## src/rtl/gate_output_monitor.sv

```systemverilog
// Edge counter and "D rise, G rise, D rise" pattern detector for the D/F/G gate outputs.
// Optional upstream consistency check (D and G both high) enabled by GATE_MONITOR_CONSISTENCY_CHECK_EN.
module gate_output_monitor #(
  parameter int WIDTH   = 4,
  parameter int TIMEOUT = 8
) (
  input  logic             clk,
  input  logic             rst,
  input  logic             en,
  input  logic             clr,
  input  logic             D,
  input  logic             F,
  input  logic             G,
  output logic [WIDTH-1:0] d_cnt,
  output logic [WIDTH-1:0] f_cnt,
  output logic [WIDTH-1:0] g_cnt,
  output logic             match,
  output logic [WIDTH-1:0] match_cnt,
  output logic [1:0]       state,
  output logic             err
);

  typedef enum logic [1:0] {
    IDLE  = 2'b00,
    GOT_D = 2'b01,
    GOT_G = 2'b10
  } state_t;

  localparam logic [7:0]       TIMER_LAST = 8'(TIMEOUT - 1);
  localparam logic [WIDTH-1:0] CNT_MAX    = {WIDTH{1'b1}};
  localparam logic [WIDTH-1:0] CNT_ONE    = WIDTH'(1);

  // Bit order everywhere: [0]=D, [1]=F, [2]=G
  logic [2:0] in_vec;
  logic [2:0] s_reg;
  logic [2:0] p_reg;
  logic [2:0] rise;

  assign in_vec = {G, F, D};
  assign rise   = s_reg & ~p_reg;

  // Sampling runs regardless of en, so edges seen while disabled are consumed
  always_ff @(posedge clk) begin
    if (rst) begin
      s_reg <= 3'b000;
      p_reg <= 3'b000;
    end else begin
      s_reg <= in_vec;
      p_reg <= s_reg;
    end
  end

  logic [2:0][WIDTH-1:0] cnt_all;

  generate
    for (genvar gi = 0; gi < 3; gi++) begin : g_edge_cnt
      logic [WIDTH-1:0] cnt_reg;

      always_ff @(posedge clk) begin
        if (rst || clr) begin
          cnt_reg <= '0;
        end else if (en && rise[gi] && (cnt_reg != CNT_MAX)) begin
          cnt_reg <= cnt_reg + CNT_ONE;
        end
      end

      assign cnt_all[gi] = cnt_reg;
    end
  endgenerate

  state_t           state_reg;
  state_t           state_next;
  logic [7:0]       timer_reg;
  logic [7:0]       timer_next;
  logic             match_reg;
  logic             match_next;
  logic [WIDTH-1:0] match_cnt_reg;

  always_ff @(posedge clk) begin
    if (rst) begin
      state_reg <= IDLE;
      timer_reg <= 8'd0;
      match_reg <= 1'b0;
    end else begin
      state_reg <= state_next;
      timer_reg <= timer_next;
      match_reg <= match_next;
    end
  end

  always_ff @(posedge clk) begin
    if (rst || clr) begin
      match_cnt_reg <= '0;
    end else if (match_next && (match_cnt_reg != CNT_MAX)) begin
      match_cnt_reg <= match_cnt_reg + CNT_ONE;
    end
  end

  // A new D rise in GOT_G both completes a match and starts the next pattern
  always_comb begin
    state_next = state_reg;
    timer_next = timer_reg;
    match_next = 1'b0;
    if (en) begin
      case (state_reg)
        IDLE: begin
          if (rise[0]) begin
            state_next = GOT_D;
            timer_next = 8'd0;
          end
        end
        GOT_D: begin
          if (rise[2]) begin
            state_next = GOT_G;
            timer_next = 8'd0;
          end else if (rise[0]) begin
            timer_next = 8'd0;
          end else if (timer_reg == TIMER_LAST) begin
            state_next = IDLE;
            timer_next = 8'd0;
          end else begin
            timer_next = timer_reg + 8'd1;
          end
        end
        GOT_G: begin
          if (rise[0]) begin
            state_next = GOT_D;
            timer_next = 8'd0;
            match_next = 1'b1;
          end else if (timer_reg == TIMER_LAST) begin
            state_next = IDLE;
            timer_next = 8'd0;
          end else begin
            timer_next = timer_reg + 8'd1;
          end
        end
        default: begin
          state_next = IDLE;
          timer_next = 8'd0;
        end
      endcase
    end
  end

  always_comb begin
    d_cnt     = cnt_all[0];
    f_cnt     = cnt_all[1];
    g_cnt     = cnt_all[2];
    match     = match_reg;
    match_cnt = match_cnt_reg;
    state     = state_reg;
  end

`ifdef GATE_MONITOR_CONSISTENCY_CHECK_EN
  // D needs A=1 and G needs A=0, so both sampled high means a broken upstream stage
  logic err_reg;

  always_ff @(posedge clk) begin
    if (rst) begin
      err_reg <= 1'b0;
    end else if (s_reg[0] && s_reg[2]) begin
      err_reg <= 1'b1;
    end
  end

  assign err = err_reg;
`else
  assign err = 1'b0;
`endif

endmodule
```

## config.mk

```make
export PLATFORM = sky130hd
export DESIGN_NAME = gate_output_monitor
export DESIGN_NICKNAME = d
export VERILOG_FILES = /design/src/rtl/gate_output_monitor.sv
export SDC_FILE = /design/constraint.sdc
export NUM_CORES = 1
export LEC_CHECK = 0
export ABC_AREA = 1
export ABC_CLOCK_PERIOD_IN_PS = 1300
export BUFFER_PORTS_ARGS = -buffer_cell sky130_fd_sc_hd__buf_2
export CAP_MARGIN = 20
export CORE_MARGIN = 2
export CORE_UTILIZATION = 50
export CTS_CLUSTER_SIZE = 8
export DETAILED_ROUTE_END_ITERATION = 16
export GPL_ROUTABILITY_DRIVEN = 0
export PLACE_DENSITY_LB_ADDON = 0.08
export SYNTH_ARGS = -nofsm -noshare
export SYNTH_HDL_FRONTEND = slang
export SYNTH_SLANG_ARGS = --single-unit
```

## constraint.sdc

```tcl
create_clock -name clk -period 1.3 [get_ports clk]
set_input_delay 0.195 -clock clk [delete_from_list [all_inputs] [get_ports clk]]
set_output_delay 0.195 -clock clk [all_outputs]
set_load 0.05 [all_outputs]
```

After elaboration in Yosys (flattened, before gate mapping)
Index checks and enable logic that the tools add are counted.

Bitwise operators: 2. Shifts and indexed selects: 0. Reduce and logical (&&, ||, !) cells: 11. Multiplexer cells: 14. Equal/unequal tests: 9. Multipliers: 0. Div/mod/pow operators: 0. $add $sub $neg: 5. Order comparisons: 0.

Operator list (number): $mux W8 (4); $pmux W8 S3 (1); $add A4 B1 Y4 const B (4); $ne A4 B4 Y1 const B (4); $mux W2 (5); $add A8 B1 Y8 const B (1); $eq A8 B3 Y1 const B (1); $logic_and A1 B1 Y1 (7); $pmux W2 S3 (1); $and A3 B3 Y3 (1); $mux W1 (3); $ne A3 B3 Y1 const B (1); $not A3 Y3 (1); $reduce_and A3 Y1 (1); $eq A2 B1 Y1 const B (1); $eq A2 B2 Y1 const B (1); $logic_not A2 Y1 (1); $ne A2 B2 Y1 const B (1); $reduce_and A2 Y1 (1); $logic_or A1 B1 Y1 (1).

Output and inout bits: 20. Memory bits (writable): 0. Memory bits (read-only): 0. Bits of input ports: 7. Memories: 0. Bits in latches: 0. Bits in registers: 33.

Depth between registers and ports, before layout
Gate-level depths: netlist (run 1).

Word-level depth: 6. Depth in mapped cells: 10. Gate-level depth less buffers: 10.

Least setup slack after synthesis (run 1)
No wires, ideal clock.

Path kind: reg-to-reg. Start point: register state_reg[0], in the netlist state[0]. End point: register timer_reg[2]. Arrival: 1.666 ns. Stages on the path, launching flop included: 10. Setup slack: -0.432 ns. Period minus slack after synthesis: 1.732 ns. Setup time: 0.067 ns. Cell sequence: dfxtp_1 -> inv_1 -> ha_1 -> inv_1 -> nand2_1 -> nand2_2 -> buf_6 -> nand2_4 -> or2_0 -> a21oi_2.

Cells in the longest elaborated chain, start to end: 3. Elaborated cells between the ends (all ways): 6.

RTL lines: start: declaration (line 71) `state_t state_reg;`; start signal: assignment (line 85) `state_reg <= state_next;`; $logic_not A2 Y1 (line 105) `case (state_reg)`; $ne A2 B2 Y1 (no source line); $reduce_and A2 Y1 (no source line); end signal: assignment (line 86) `timer_reg <= timer_next;`; end: declaration (line 73) `logic [7:0] timer_reg;`.

Several ways; a longest one is shown, not always the timed one. A chain may end at the register's enable or synchronous reset.

Worst setup path in the final report (run 1)
Start point: register state_reg[1], in the netlist state[1]. End point: register timer_reg[1].

The elaborated chain is that of the path after synthesis.

==> results.md, run 1 <==
- The critical path goes through inv_4, ha_4, inv_2, nand2_2, nand2_2, buf_12, buf_8, mux2i_1, nor2_1.
- The count of final hold-check violations was 0.
- The mux share of post-synthesis cell area is 0.6135%.
- The buffer and inverter count on the worst path is 4.
- The effective utilization at floorplan is 53.01%.
- The number of top-level design ports is 27.
- The adder-cell area share of the yosys netlist is 7.669%.
- The number of inserted filler cells in the final layout is 278.
- The share of the core filled with cells in the final layout is 68.46%.
- The share of the clock period used by the worst path after layout is 104.8%.
- The cell area power density is 922.1 nW/um^2.
- Summed over all nets, the half-perimeter wirelength after detailed placement is 2336 um.
- The later pin in the worst-skew pair is clocked with a latency of 340 ps.
- After global routing the overflow that remains totals 0.
- Of the total synthesized cell area, the portion taken by XOR and XNOR cells is 1.610%.
- Summed over all instances, the cell type with the most area after synthesis is sky130_fd_sc_hd__dfxtp_1.
- After detailed routing, the average wire length per cell comes to 10.23 um.
- The total die area is 3736 um^2.
- The standard cell core area is 3078 um^2.
- The clock-pin slew on the worst setup and hold paths is 100 ps.
- The cell occurring most often along the worst timing path is sky130_fd_sc_hd__nand2_2.
- The path type of the worst min-delay path is input port to register.
- The cell area after placement is 1946 um^2.
- After the last flow step, the layout net total stands at 290.
- The cell at the root of the clock tree is sky130_fd_sc_hd__clkbuf_4.
- Setup violations remaining at the end of the flow were counted as 8.
- The die width is 61.13 um.
- The gate count of the mapped netlist is 231.
- In the synthesized netlist, the cells that appear most often are sky130_fd_sc_hd__nand2_1, sky130_fd_sc_hd__inv_1, sky130_fd_sc_hd__dfxtp_1.
- For this run, the slowest stage of the critical path takes 390 ps.
- The setup skew after layout is 2.730 ps.
- The total leakage power is 0.9884 nW.
- Setup repair after global routing could not meet its margin everywhere.
- For this run, the number of Yosys warnings is 0.
- Sequential cells were found to cover 40.49% of the synthesized design area.
- The via count of the first global-routing pass is 1,230.
- Counting tap cells, the placed design contains a total of 305 instances.
- The flop and latch count out of synthesis is 33.
- The most frequent cell after synthesis is sky130_fd_sc_hd__nand2_1.
- The maximum number of pins on one net before global-route repair is 13.
- The simple-gate share of the synthesized area is 29.98%.
- The count of antenna-violating nets left after detailed routing is 0.
- The clock tree synthesis step divided the H-tree into 2 levels.
- The repair_antennas step left the layout with diodes totalling 0.
- For this run, the leading register cell type out of synthesis is sky130_fd_sc_hd__dfxtp_1.
- Wires add up to 3252 um.
- The clock passes through at most 2 buffers.
- Power comes to 0.001943 W.
- The largest fanout of any net on the critical path is 6.
- The average instance area after synthesis is 7.063 um^2.
- Synthesis produced a netlist with a net count of 248.
- The share of synthesized flip-flops with an asynchronous set or reset is 0%.
- After synthesis, the cell types taking the most area are sky130_fd_sc_hd__dfxtp_1, sky130_fd_sc_hd__nand2_1, sky130_fd_sc_hd__inv_1.
- The number of sinks driven by the clock tree is 33.
- The area growth from synthesis to layout is 29.14%.
- The initial antenna violation count is 0.
- The number of slew-limit violations in the final report is 0.
- The DRC violation total after the first TritonRoute iteration is 49.
- For this run, design rule violations remaining after detail routing come to 0.
- The final design area excluding fillers is 2107 um^2.
- The number of flops mapped to enable cells by yosys is 0.
- The dominant combinational cell family by area after synthesis is simple AND/OR/NAND/NOR gates.
- By startpoint and endpoint, the worst setup path is classified as register to register.
- The kind of cell with the highest combined delay on the critical path is flip-flops.
- Static timing analysis puts the maximum clock frequency at 0.7340 GHz.
- Summing the areas of all compound-gate instances in the mapped netlist gives 8.819% of the synthesized area.
- The number of buffers inserted by port buffering is 25.
- The number of cells in the finished layout apart from fillers is 318.
- STA classifies the critical path endpoint as a register.
- The largest voltage drop on the vdd net is 0.6649 mV.
- The vertical die dimension is 61.13 um.
- The first detailed-routing pass took 4 iterations.
- TritonCTS built the clock tree.
- After synthesis, the largest area contributor takes up 40.49% of total cell area.
- Using the TritonRoute via totals, the vias-per-cell ratio works out to 4.664.
- The cell area that synthesis handed to floorplanning was 1632 um^2.
- The data required time of the critical path is 1540 ps.
- The via count is 1,483.
- The row count is 20.
- The minimum clock period after layout is 1362 ps.
- The register with the most flip-flops in the layout has 8 of them.
- The all-layer global routing usage is 18.71%.
- The startpoint type of the worst setup path is a register.
- The number of different library cells used by synthesis comes to 25.
- The global-route wire length before repair is 5161 um.
- The final reports fail on negative setup slack.
- The run finished, with violations left.
- The fraction of final layout cells sized beyond drive strength 1 is 30.29%.
- The arrival time of data at the critical path endpoint is 1610 ps.
- The number of buffers added by the clock tree synthesis step is 5.
- The standard cell with the maximum stage delay on the critical path is sky130_fd_sc_hd__dfxtp_4.
- Max-cap violations in this run came to 0.
- Once routing completed, OpenROAD measured the worst setup slack at -62.33 ps.
## layout by cell type, fill, tap and decap left out, types with 3 or more instances in the layout
cell type                  count
sky130_fd_sc_hd__dfxtp_1      19
sky130_fd_sc_hd__xor2_1        3
sky130_fd_sc_hd__inv_2         4
sky130_fd_sc_hd__a21oi_1      13
sky130_fd_sc_hd__buf_4        14
sky130_fd_sc_hd__ha_1          8
sky130_fd_sc_hd__nand3_1      15
sky130_fd_sc_hd__nand2_4       3
sky130_fd_sc_hd__nand3_2       3
sky130_fd_sc_hd__dfxtp_2       5
sky130_fd_sc_hd__o21ai_0       9
sky130_fd_sc_hd__buf_2        22
sky130_fd_sc_hd__dfxtp_4       9
sky130_fd_sc_hd__nor2_1       32
sky130_fd_sc_hd__nand2_1      43
sky130_fd_sc_hd__inv_1        33
sky130_fd_sc_hd__o21ai_1       4
sky130_fd_sc_hd__clkbuf_4      6
sky130_fd_sc_hd__nand2_2       4
sky130_fd_sc_hd__nor3_1        4
## layer usage
layer	vias up	global-route usage [%]	share of wire, %
met5	-	0	0
met4	0	7.453	1.8
met3	6	6.303	3.6
met2	22	30.40	47
met1	651	22.80	47
li1	804	-	-
## logic make-up (layout without fill, tap and decap cells)
| family | after synthesis | count (layout) |
|---|---|---|
| AND/OR/NAND/NOR | 112 | 112 |
| buffers and inverters | 43 | 86 |
| flip-flops | 33 | 33 |
| AO/OA/AOI/OAI | 28 | 28 |
| adder cells (fa/ha/maj) | 10 | 10 |
| XOR/XNOR | 3 | 3 |
| other | 1 | 1 |
| multiplexers | 1 | 1 |
## path summary, 6_finish.rpt
check / start / end / cells after the start / slack [ps]
hold / removal: G / s_reg[2] / 3 / 50
setup / recovery: state[1] / timer_reg[1] / 9 / -60
setup reg to reg: state[1] / timer_reg[1] / 9 / -60
hold reg to reg: s_reg[1] / p_reg[1] / 2 / 430
## power breakdown
group	switching (W)	total (W)	leakage, nW	internal (W)
sequential	0.0000147	0.00103	0.277	0.00101
combinational	0.000144	0.000239	0.670	0.0000950
clock	0.000361	0.000675	0.0413	0.000313
total	0.000520	0.00194	0.988	0.00142
## worst register-to-register path: cells and delay by family, from the launching register on
| family | cells | cell delay (ps) |
|---|---|---|
| fa+ha+maj | 1 | 140 |
| buf+inv | 4 | 340 |
| flops | 1 | 390 |
| mux | 1 | 180 |
| simple gates | 3 | 210 |
## timing repair
action | in CTS | in global routing
endpoints found under the setup margin | 6 | 24
gates resized for setup | 4 | 17
hold buffers | 0 | 0
buffers inserted | 0 | 5
pin swaps | 0 | 7
## metrics by stage
stage	setup TNS [ps]	worst slack, ps	hold slack [ps]
after floorplan	-109.6	-56.83	302.0
after global placement	0	15.38	394.2
after detailed placement	-14.04	-7.062	405.6
after CTS	-54.39	-23.43	34.06
after global routing	-1680	-131.3	44.45
final	-281.0	-62.33	49.29
## area by class of cell
class | instances | area [um^2] | area share (%)
multi-input combinational | 155 | 872.1 | 41.39
sequential | 33 | 700.7 | 33.25
timing repair buffer | 39 | 257.7 | 12.23
inverter | 39 | 151.4 | 7.185
clock buffer | 7 | 65.06 | 3.088
tap | 44 | 55.05 | 2.613
clock inverter | 1 | 5.005 | 0.2375
Note: power is estimated with default switching activity, not from simulation.
==> inputs of run 2 (changes only) <==
--- a/config.mk
+++ b/config.mk
@@ -15,6 +15,7 @@
 export DETAILED_ROUTE_END_ITERATION = 16
 export GPL_ROUTABILITY_DRIVEN = 0
 export PLACE_DENSITY_LB_ADDON = 0.08
+export SETUP_SLACK_MARGIN = 0.2
 export SYNTH_ARGS = -nofsm -noshare
 export SYNTH_HDL_FRONTEND = slang
 export SYNTH_SLANG_ARGS = --single-unit
==> run 2 against run 1 <==
  * Worst setup slack got worse by 10 ps
  * Clock skew increased by 3.6 ps
  * Critical path depth unchanged
  * Utilization increased by 13 points
  * Sequential cell count unchanged
  * The run still ends with negative setup slack left
  * Critical endpoint is now timer_reg[2]
  * Clock power decreased by 7.3%
==> results.md, run 2 (synthesized netlist as in run 1, its figures left out) <==
- Result of the run: finished, violations left (unchanged).
- Violations in the final reports: negative setup slack (unchanged).
- The most common library cell in the layout ignoring fill and taps is sky130_fd_sc_hd__nand2_1 (unchanged).
- The share of the core filled with cells in the final layout is 81.18% (was 68.46%).
- The routing usage on met1 is 25.75% (was 22.80%).
- The buffer and inverter count on the worst path was 3 (was 4).
- The detailed placer's ending HPWL is 2404 um (was 2336 um).
- The standard cell with the maximum stage delay on the critical path is sky130_fd_sc_hd__dfxtp_4 (unchanged).
- Most frequent cells in the layout: sky130_fd_sc_hd__nand2_1, sky130_fd_sc_hd__nor2_1, sky130_fd_sc_hd__inv_1, sky130_fd_sc_hd__buf_4, sky130_fd_sc_hd__buf_8 (was sky130_fd_sc_hd__nand2_1, sky130_fd_sc_hd__inv_1, sky130_fd_sc_hd__nor2_1, sky130_fd_sc_hd__buf_2, sky130_fd_sc_hd__dfxtp_1).
- The multi-input combinational cell area was 994.7 um^2 (was 872.1 um^2).
- The cell at the root of the clock tree is sky130_fd_sc_hd__clkbuf_4 (unchanged).
- The total wirelength of the detailed-routed design was 3829 um (was 3252 um).
- Setup repair after global routing missed its margin: true (unchanged).
- The all-layer global routing usage came to 21.52% (was 18.71%).
- The setup TNS after final layout was -72.47 ps (was -281.0 ps).
- The vertical die dimension was 61.13 um (unchanged).
- The number of inserted filler cells in the final layout is 199 (was 278).
- The insertion delay of the later-clocked pin in the worst-skew pair is 350 ps (was 340 ps).
- The initial antenna violation count came to 0 (unchanged).
- The highest cell delay on the worst timing path is 380 ps (was 390 ps).
- The routing layer with the top usage in global route is met2 (unchanged).
- The DRC violation total after the first TritonRoute iteration is 70 (was 49).
- The effective utilization at floorplan came to 53.01% (unchanged).
- The total congestion overflow was 0 (unchanged).
- The met3 usage in global routing is 7.353% (was 6.303%).
- The highest achievable clock rate is 0.7286 GHz (was 0.7340 GHz).
- The number of flip-flops in the largest register is 8 (unchanged).
- The slack of the critical path is -72.47 ps (was -62.33 ps).
- The number of sinks driven by the clock tree is 33 (unchanged).
- The global-route wire length before repair came to 5892 um (was 5161 um).
- The antenna diode count is 0 (unchanged).
- The number of buffers added by the clock tree synthesis step is 5 (unchanged).
- The clock tree from TritonCTS is built (unchanged).
- The number of remaining DRC errors is 0 (unchanged).
- The setup skew after layout is 6.284 ps (was 2.730 ps).
- The post-detailed-route wirelength per cell is 11.67 um (was 10.23 um).
- The startpoint type of the worst setup path is a register (unchanged).
- The length of the first detailed-routing pass in iterations was 4 (unchanged).
- The total die area is 3736 um^2 (unchanged).
- The maximum number of pins on one net before global-route repair is 11 (was 13).
- The die width is 61.13 um (unchanged).
- The critical path capture point type is a register (unchanged).
- The kind of cell with the highest combined delay on the critical path is simple AND/OR/NAND/NOR gates (was flip-flops).
- The cell occurring most often along the worst timing path is sky130_fd_sc_hd__nand2_4 (was sky130_fd_sc_hd__nand2_2).
- The count of final hold-check violations was 0 (unchanged).
- The count of antenna-violating nets left after detailed routing is 0 (unchanged).
- The area added between synthesis and finish is 53.14% (was 29.14%).
- The number of top-level design ports is 27 (unchanged).
- Ordered cell list for the critical path: inv_4, ha_4, inv_2, nand2_2, nand2_4, buf_6, nand2_4, or2_0, a21oi_2 (was inv_4, ha_4, inv_2, nand2_2, nand2_2, buf_12, buf_8, mux2i_1, nor2_1).
- The share of the clock period used by the worst path after layout is 105.6% (was 104.8%).
- The number of slew-limit violations in the final report came to 0 (unchanged).
- The max-capacitance violation count is 0 (unchanged).
- The buffer depth of the longest clock path is 2 (unchanged).
- The largest voltage drop on the vdd net was 0.6385 mV (was 0.6649 mV).
- The total power of the final layout is 0.001910 W (was 0.001943 W).
- The category of the critical setup timing path is register to register (unchanged).
- The cell area power density is 764.4 nW/um^2 (was 922.1 nW/um^2).
- The fraction of final layout cells sized beyond drive strength 1 was 42.25% (was 30.29%).
- The via count is 1,589 (was 1,483).
- The final-report setup violation count is 1 (was 8).
- The worst hold-check slack was 33.75 ps (was 49.29 ps).
- The global routing met2 resource utilization is 34.80% (was 30.40%).
- The via count of the first global-routing pass was 1,472 (was 1,230).
- The largest fanout of any net on the critical path is 5 (was 6).
- The area taken by flip-flops and latches came to 726.9 um^2 (was 700.7 um^2).
- The row count is 20 (unchanged).
- The total leakage power came to 1.067 nW (was 0.9884 nW).
- The post-detailed-route via-to-cell ratio is 4.845 (was 4.664).
- The final net count came to 300 (was 290).
- The standard cell core area is 3078 um^2 (unchanged).
- The number of buffers inserted by hold repair at cts is 0 (unchanged).
- The clock-pin slew on the worst setup and hold paths was 100 ps (about the same).
- The maximum level of the CTS H-tree is 2 (unchanged).
- The final design area excluding fillers is 2499 um^2 (was 2107 um^2).
- The cell area after placement is 2011 um^2 (was 1946 um^2).
- The minimum clock period after layout came to 1372 ps (was 1362 ps).
- The number of buffers inserted by port buffering is 25 (unchanged).
- The path type of the worst min-delay path is input port to register (unchanged).
- The arrival time of data at the critical path endpoint is 1660 ps (was 1610 ps).
- The data required time of the critical path is 1590 ps (was 1540 ps).
[run 2: cell count changes in the layout (fill, tap and decap cells not counted), sizes merged]
cell,change
buf,+11
clkinv,-1
[run 2: layout make-up]
class | instances | share of cell area, %
inverters | 39 | 6.259
repair buffers | 49 | 20.28
clock buffers | 8 | 2.354
well taps | 44 | 2.203
multi-input cells | 155 | 39.81
flip-flops and latches | 33 | 29.09
[run 2: path summary, 6_finish.rpt]
kind / startpoint / end / slack, ps / depth (start not counted)
setup / recovery: state[0] / timer_reg[2] / -70 / 9
hold / removal: D / s_reg[0] / 30 / 3
setup reg to reg: state[0] / timer_reg[2] / -70 / 9
hold reg to reg: s_reg[1] / p_reg[1] / 430 / 2
[run 2: worst register-to-register path: stages, from the launching register on]
cell                      delay, ps
sky130_fd_sc_hd__dfxtp_4        380
sky130_fd_sc_hd__inv_4           50
sky130_fd_sc_hd__ha_4           140
sky130_fd_sc_hd__inv_2           50
sky130_fd_sc_hd__nand2_2         60
sky130_fd_sc_hd__nand2_4         80
sky130_fd_sc_hd__buf_6          130
sky130_fd_sc_hd__nand2_4         40
sky130_fd_sc_hd__or2_0          230
sky130_fd_sc_hd__a21oi_2        140
[run 2: report_power, final]
group	internal (W)	total, W	switching, W
Clock	0.000267	0.000626	0.000359
Sequential	0.000998	0.00102	0.0000174
Combinational	0.000109	0.000269	0.000159
[run 2: metal layers]
metal / up-vias / wire length (um)
li1: 829 / -
met1: 728 / 1657
met2: 26 / 1997
met3: 6 / 108
met4: 0 / 65
met5: - / 0
[run 2: timing repair]
item	in CTS	in global routing
setup buffers	4	7
pin swaps	14	17
cloned	1	0
gates resized for setup	62	47
setup endpoints to repair	41	44
[run 2: per-stage QoR]
| step | cells | worst slack [ps] |
|---|---|---|
| finish | 328 | -72.47 |
| floorplan | 231 | -78.46 |
| detailed placement | 308 | -44.58 |
| global route | 328 | -132.2 |
| CTS | 321 | 4.434 |
| global placement | 308 | -2.488 |
==> inputs of run 3 (changes only) <==
--- a/config.mk
+++ b/config.mk
@@ -6,11 +6,13 @@
 export NUM_CORES = 1
 export LEC_CHECK = 0
 export ABC_AREA = 1
-export ABC_CLOCK_PERIOD_IN_PS = 1300
+export ABC_CLOCK_PERIOD_IN_PS = 1760
 export BUFFER_PORTS_ARGS = -buffer_cell sky130_fd_sc_hd__buf_2
 export CAP_MARGIN = 20
+export CELL_PAD_IN_SITES_DETAIL_PLACEMENT = 1
+export CELL_PAD_IN_SITES_GLOBAL_PLACEMENT = 2
 export CORE_MARGIN = 2
-export CORE_UTILIZATION = 50
+export CORE_UTILIZATION = 33
 export CTS_CLUSTER_SIZE = 8
 export DETAILED_ROUTE_END_ITERATION = 16
 export GPL_ROUTABILITY_DRIVEN = 0
==> constraint.sdc (replaced) <==
create_clock -name clk -period 1.76 [get_ports clk]
set_input_delay 0.264 -clock clk [delete_from_list [all_inputs] [get_ports clk]]
set_output_delay 0.264 -clock clk [all_outputs]
set_load 0.05 [all_outputs]
==> run 3 against run 2 <==
  * The flow now finishes without violations
  * Non-clock buffer count shrank 18
  * Sequential power is 25% lower
  * Global-route usage shrank 6.8 points
  * Critical path type unchanged
==> results.md, run 3 (synthesized netlist as in run 1, its figures left out) <==
- The effective utilization at floorplan is 34.32% (was 53.01%).
- The standard cell core area came to 4755 um^2 (was 3078 um^2).
- The largest fanout of any net on the critical path is 5 (unchanged).
- The maximum number of pins on one net before global-route repair is 12 (was 11).
- The hold path depth is 3 (unchanged).
- The kind of cell with the highest combined delay on the critical path is flip-flops (was simple AND/OR/NAND/NOR gates).
- Ordered cell list for the critical path: buf_4, ha_1, nand3_1, inv_1, nand2_1, inv_1, a21oi_1, nor2_1 (was inv_4, ha_4, inv_2, nand2_2, nand2_4, buf_6, nand2_4, or2_0, a21oi_2).
- The total wirelength of the detailed-routed design is 3594 um (was 3829 um).
- The clock-pin slew on the worst setup and hold paths was 70 ps (was 100 ps).
- The category of the critical setup timing path is register to register (unchanged).
- The count of cells along the worst register-to-register path is 8 (was 9).
- The cell area power density is 744.3 nW/um^2 (was 764.4 nW/um^2).
- The number of buffers inserted by port buffering is 25 (unchanged).
- The startpoint type of the worst setup path is a register (unchanged).
- The detailed placer's ending HPWL is 2750 um (was 2404 um).
- The worst reg-to-reg setup slack came to 340 ps (was -70 ps).
- The cell at the root of the clock tree is sky130_fd_sc_hd__clkbuf_8 (was sky130_fd_sc_hd__clkbuf_4).
- The number of buffers added by the clock tree synthesis step was 5 (unchanged).
- The arrival time of data at the critical path endpoint is 1600 ps (was 1660 ps).
- The number of slew-limit violations in the final report is 0 (unchanged).
- The critical path capture point type is a register (unchanged).
- The multi-input combinational cell area is 803.3 um^2 (was 994.7 um^2).
- The path type of the worst min-delay path was input port to register (unchanged).
- The number of flip-flops in the largest register is 8 (unchanged).
- The buffer and inverter count on the worst path is 3 (unchanged).
- The share of the clock period used by the worst path after layout is 80.93% (was 105.6%).
- Result of the run: complete, no violations (was finished, violations left).
- The final-report setup violation count is 0 (was 1).
- The startpoint of the worst hold path is G (was D).
- The sum of routed wire segments on met1 is 1757 um (was 1657 um).
- The most common library cell in the layout ignoring fill and taps is sky130_fd_sc_hd__nand2_1 (unchanged).
- The share of the core filled with cells in the final layout is 41.21% (was 81.18%).
- The final net count is 282 (was 300).
- The launch instance of the worst register-to-register path is state[1] (was state[0]).
- The max-capacitance violation count came to 0 (unchanged).
- The number of top-level design ports is 27 (unchanged).
- The die width came to 74.32 um (was 61.13 um).
- The highest cell delay on the worst timing path is 360 ps (was 380 ps).
- The insertion delay of the later-clocked pin in the worst-skew pair is 280 ps (was 350 ps).
- The fraction of final layout cells sized beyond drive strength 1 came to 18.42% (was 42.25%).
- The clock tree from TritonCTS is built (unchanged).
- The data required time of the critical path is 1940 ps (was 1590 ps).
- The setup skew after layout was 5.254 ps (was 6.284 ps).
- The area taken by flip-flops and latches is 669.4 um^2 (was 726.9 um^2).
- The length of the first detailed-routing pass in iterations is 4 (unchanged).
- The total length of routed met2 wires came to 1697 um (was 1997 um).
- The met3 layer wire length in the routed design was 104 um (was 108 um).
- The initial antenna violation count is 0 (unchanged).
- The count of antenna-violating nets left after detailed routing is 0 (unchanged).
- The cell occurring most often along the worst timing path is sky130_fd_sc_hd__inv_1 (was sky130_fd_sc_hd__nand2_4).
- The vertical die dimension came to 74.32 um (was 61.13 um).
- The global-route wire length before repair is 6272 um (was 5892 um).
- The standard cell with the maximum stage delay on the critical path is sky130_fd_sc_hd__dfxtp_4 (unchanged).
- The post-detailed-route via-to-cell ratio is 4.441 (was 4.845).
- The number of placed cells counting well taps is 322 (was 308).
- The setup TNS after final layout is 0 ps (was -72.47 ps).
- The number of inserted filler cells in the final layout is 646 (was 199).
- Setup repair after global routing missed its margin: false (was true).
- The post-detailed-route wirelength per cell is 10.79 um (was 11.67 um).
- The highest achievable clock rate is 0.7020 GHz (was 0.7286 GHz).
- The number of sinks driven by the clock tree is 33 (unchanged).
- The total die area is 5523 um^2 (was 3736 um^2).
- The antenna diode count was 0 (unchanged).
- The area added between synthesis and finish came to 20.09% (was 53.14%).
- The via count of the first global-routing pass was 1,413 (was 1,472).
- The endpoint of the worst hold-timing path is s_reg[2] (was s_reg[0]).
- Most frequent cells in the layout: sky130_fd_sc_hd__nand2_1, sky130_fd_sc_hd__inv_1, sky130_fd_sc_hd__nor2_1, sky130_fd_sc_hd__dfxtp_1, sky130_fd_sc_hd__buf_2 (was sky130_fd_sc_hd__nand2_1, sky130_fd_sc_hd__nor2_1, sky130_fd_sc_hd__inv_1, sky130_fd_sc_hd__buf_4, sky130_fd_sc_hd__buf_8).
- The largest voltage drop on the vdd net is 0.4103 mV (was 0.6385 mV).
- The total congestion overflow is 0 (unchanged).
- The endpoint of the worst-slack reg-to-reg timing path is match_cnt[3] (was timer_reg[2]).
- The total leakage power came to 0.9382 nW (was 1.067 nW).
- The DRC violation total after the first TritonRoute iteration is 24 (was 70).
- The number of buffers inserted by hold repair at cts is 0 (unchanged).
- The count of final hold-check violations is 0 (unchanged).
- The top routing layer in use is met4 (unchanged).
- The maximum level of the CTS H-tree is 2 (unchanged).
- The number of cells in the finished layout apart from fillers is 333 (was 328).
- The via count is 1,479 (was 1,589).
- The buffer depth of the longest clock path is 2 (unchanged).
- The number of remaining DRC errors is 0 (unchanged).
- The minimum clock period after layout is 1424 ps (was 1372 ps).
- The row count is 25 (was 20).
- The all-layer global routing usage is 14.70% (was 21.52%).
[run 3: cell types whose count changed in the layout (fill, tap and decap cells not counted), sizes merged]
cell    before  now
clkbuf       8    6
buf         49   31
clkinv       0    2
[run 3: worst register-to-register path, delay by kind of cell, from the launching register on]
| family | cells | cell delay, ps |
|---|---|---|
| simple gates | 3 | 330 |
| compound gates | 1 | 120 |
| buf+inv | 3 | 300 |
| flops | 1 | 360 |
| fa+ha+maj | 1 | 210 |
[run 3: per-layer routing]
| metal | global-route usage, % | up-vias |
|---|---|---|
| li1 | - | 784 |
| met1 | 19.07 | 674 |
| met2 | 23.81 | 17 |
| met3 | 4.065 | 4 |
| met4 | 4.762 | 0 |
| met5 | 0 | - |
[run 3: power by group]
group / leakage [nW] / internal [W] / switching [W]
clock: 0.0450 / 0.000274 / 0.000275
sequential: 0.270 / 0.000759 / 0.00000996
combinational: 0.624 / 0.0000459 / 0.0000948
total: 0.938 / 0.00108 / 0.000380
[run 3: cell type report]
class,count,area share [%]
inverter,39,7.471
tap,67,4.278
clock buffer,6,3.704
clock inverter,2,0.5109
sequential,33,34.16
multi-input combinational,155,41.00
timing repair buffer,31,8.876
[run 3: repair_timing]
item / in CTS / in global routing
resized for setup: 0 / 7
setup buffers: 0 / 3
endpoints found under the setup margin: 0 / 10
[run 3: worst max path at each step]
| stage | startpoint | endpoint | cells past startpoint |
|---|---|---|---|
| 4_1_cts | state[0] | timer_reg[2] | 9 |
| 6_report | state[1] | match_cnt[3] | 8 |
| 3_3_place_gp | state[1] | state[1] | 7 |
| 5_1_grt | state[0] | timer_reg[7] | 10 |
| 2_1_floorplan | match_cnt[1] | match_cnt[3] | 8 |
| 3_5_place_dp | state[0] | timer_reg[2] | 9 |
[run 3: through the flow]
stage | total power (W) | hold slack (ps) | cell area, um^2 | setup WS [ps]
2_1_floorplan | 0.0008833 | 371.0 | 1635 | 201.4
3_3_place_gp | 0.0009203 | 412.1 | 1841 | 287.3
3_5_place_dp | 0.0009196 | 415.0 | 1841 | 307.3
4_1_cts | 0.001486 | 171.6 | 1923 | 284.2
5_1_grt | 0.001542 | 186.5 | 1959 | 186.6
6_report | 0.001458 | 181.8 | 1959 | 335.6
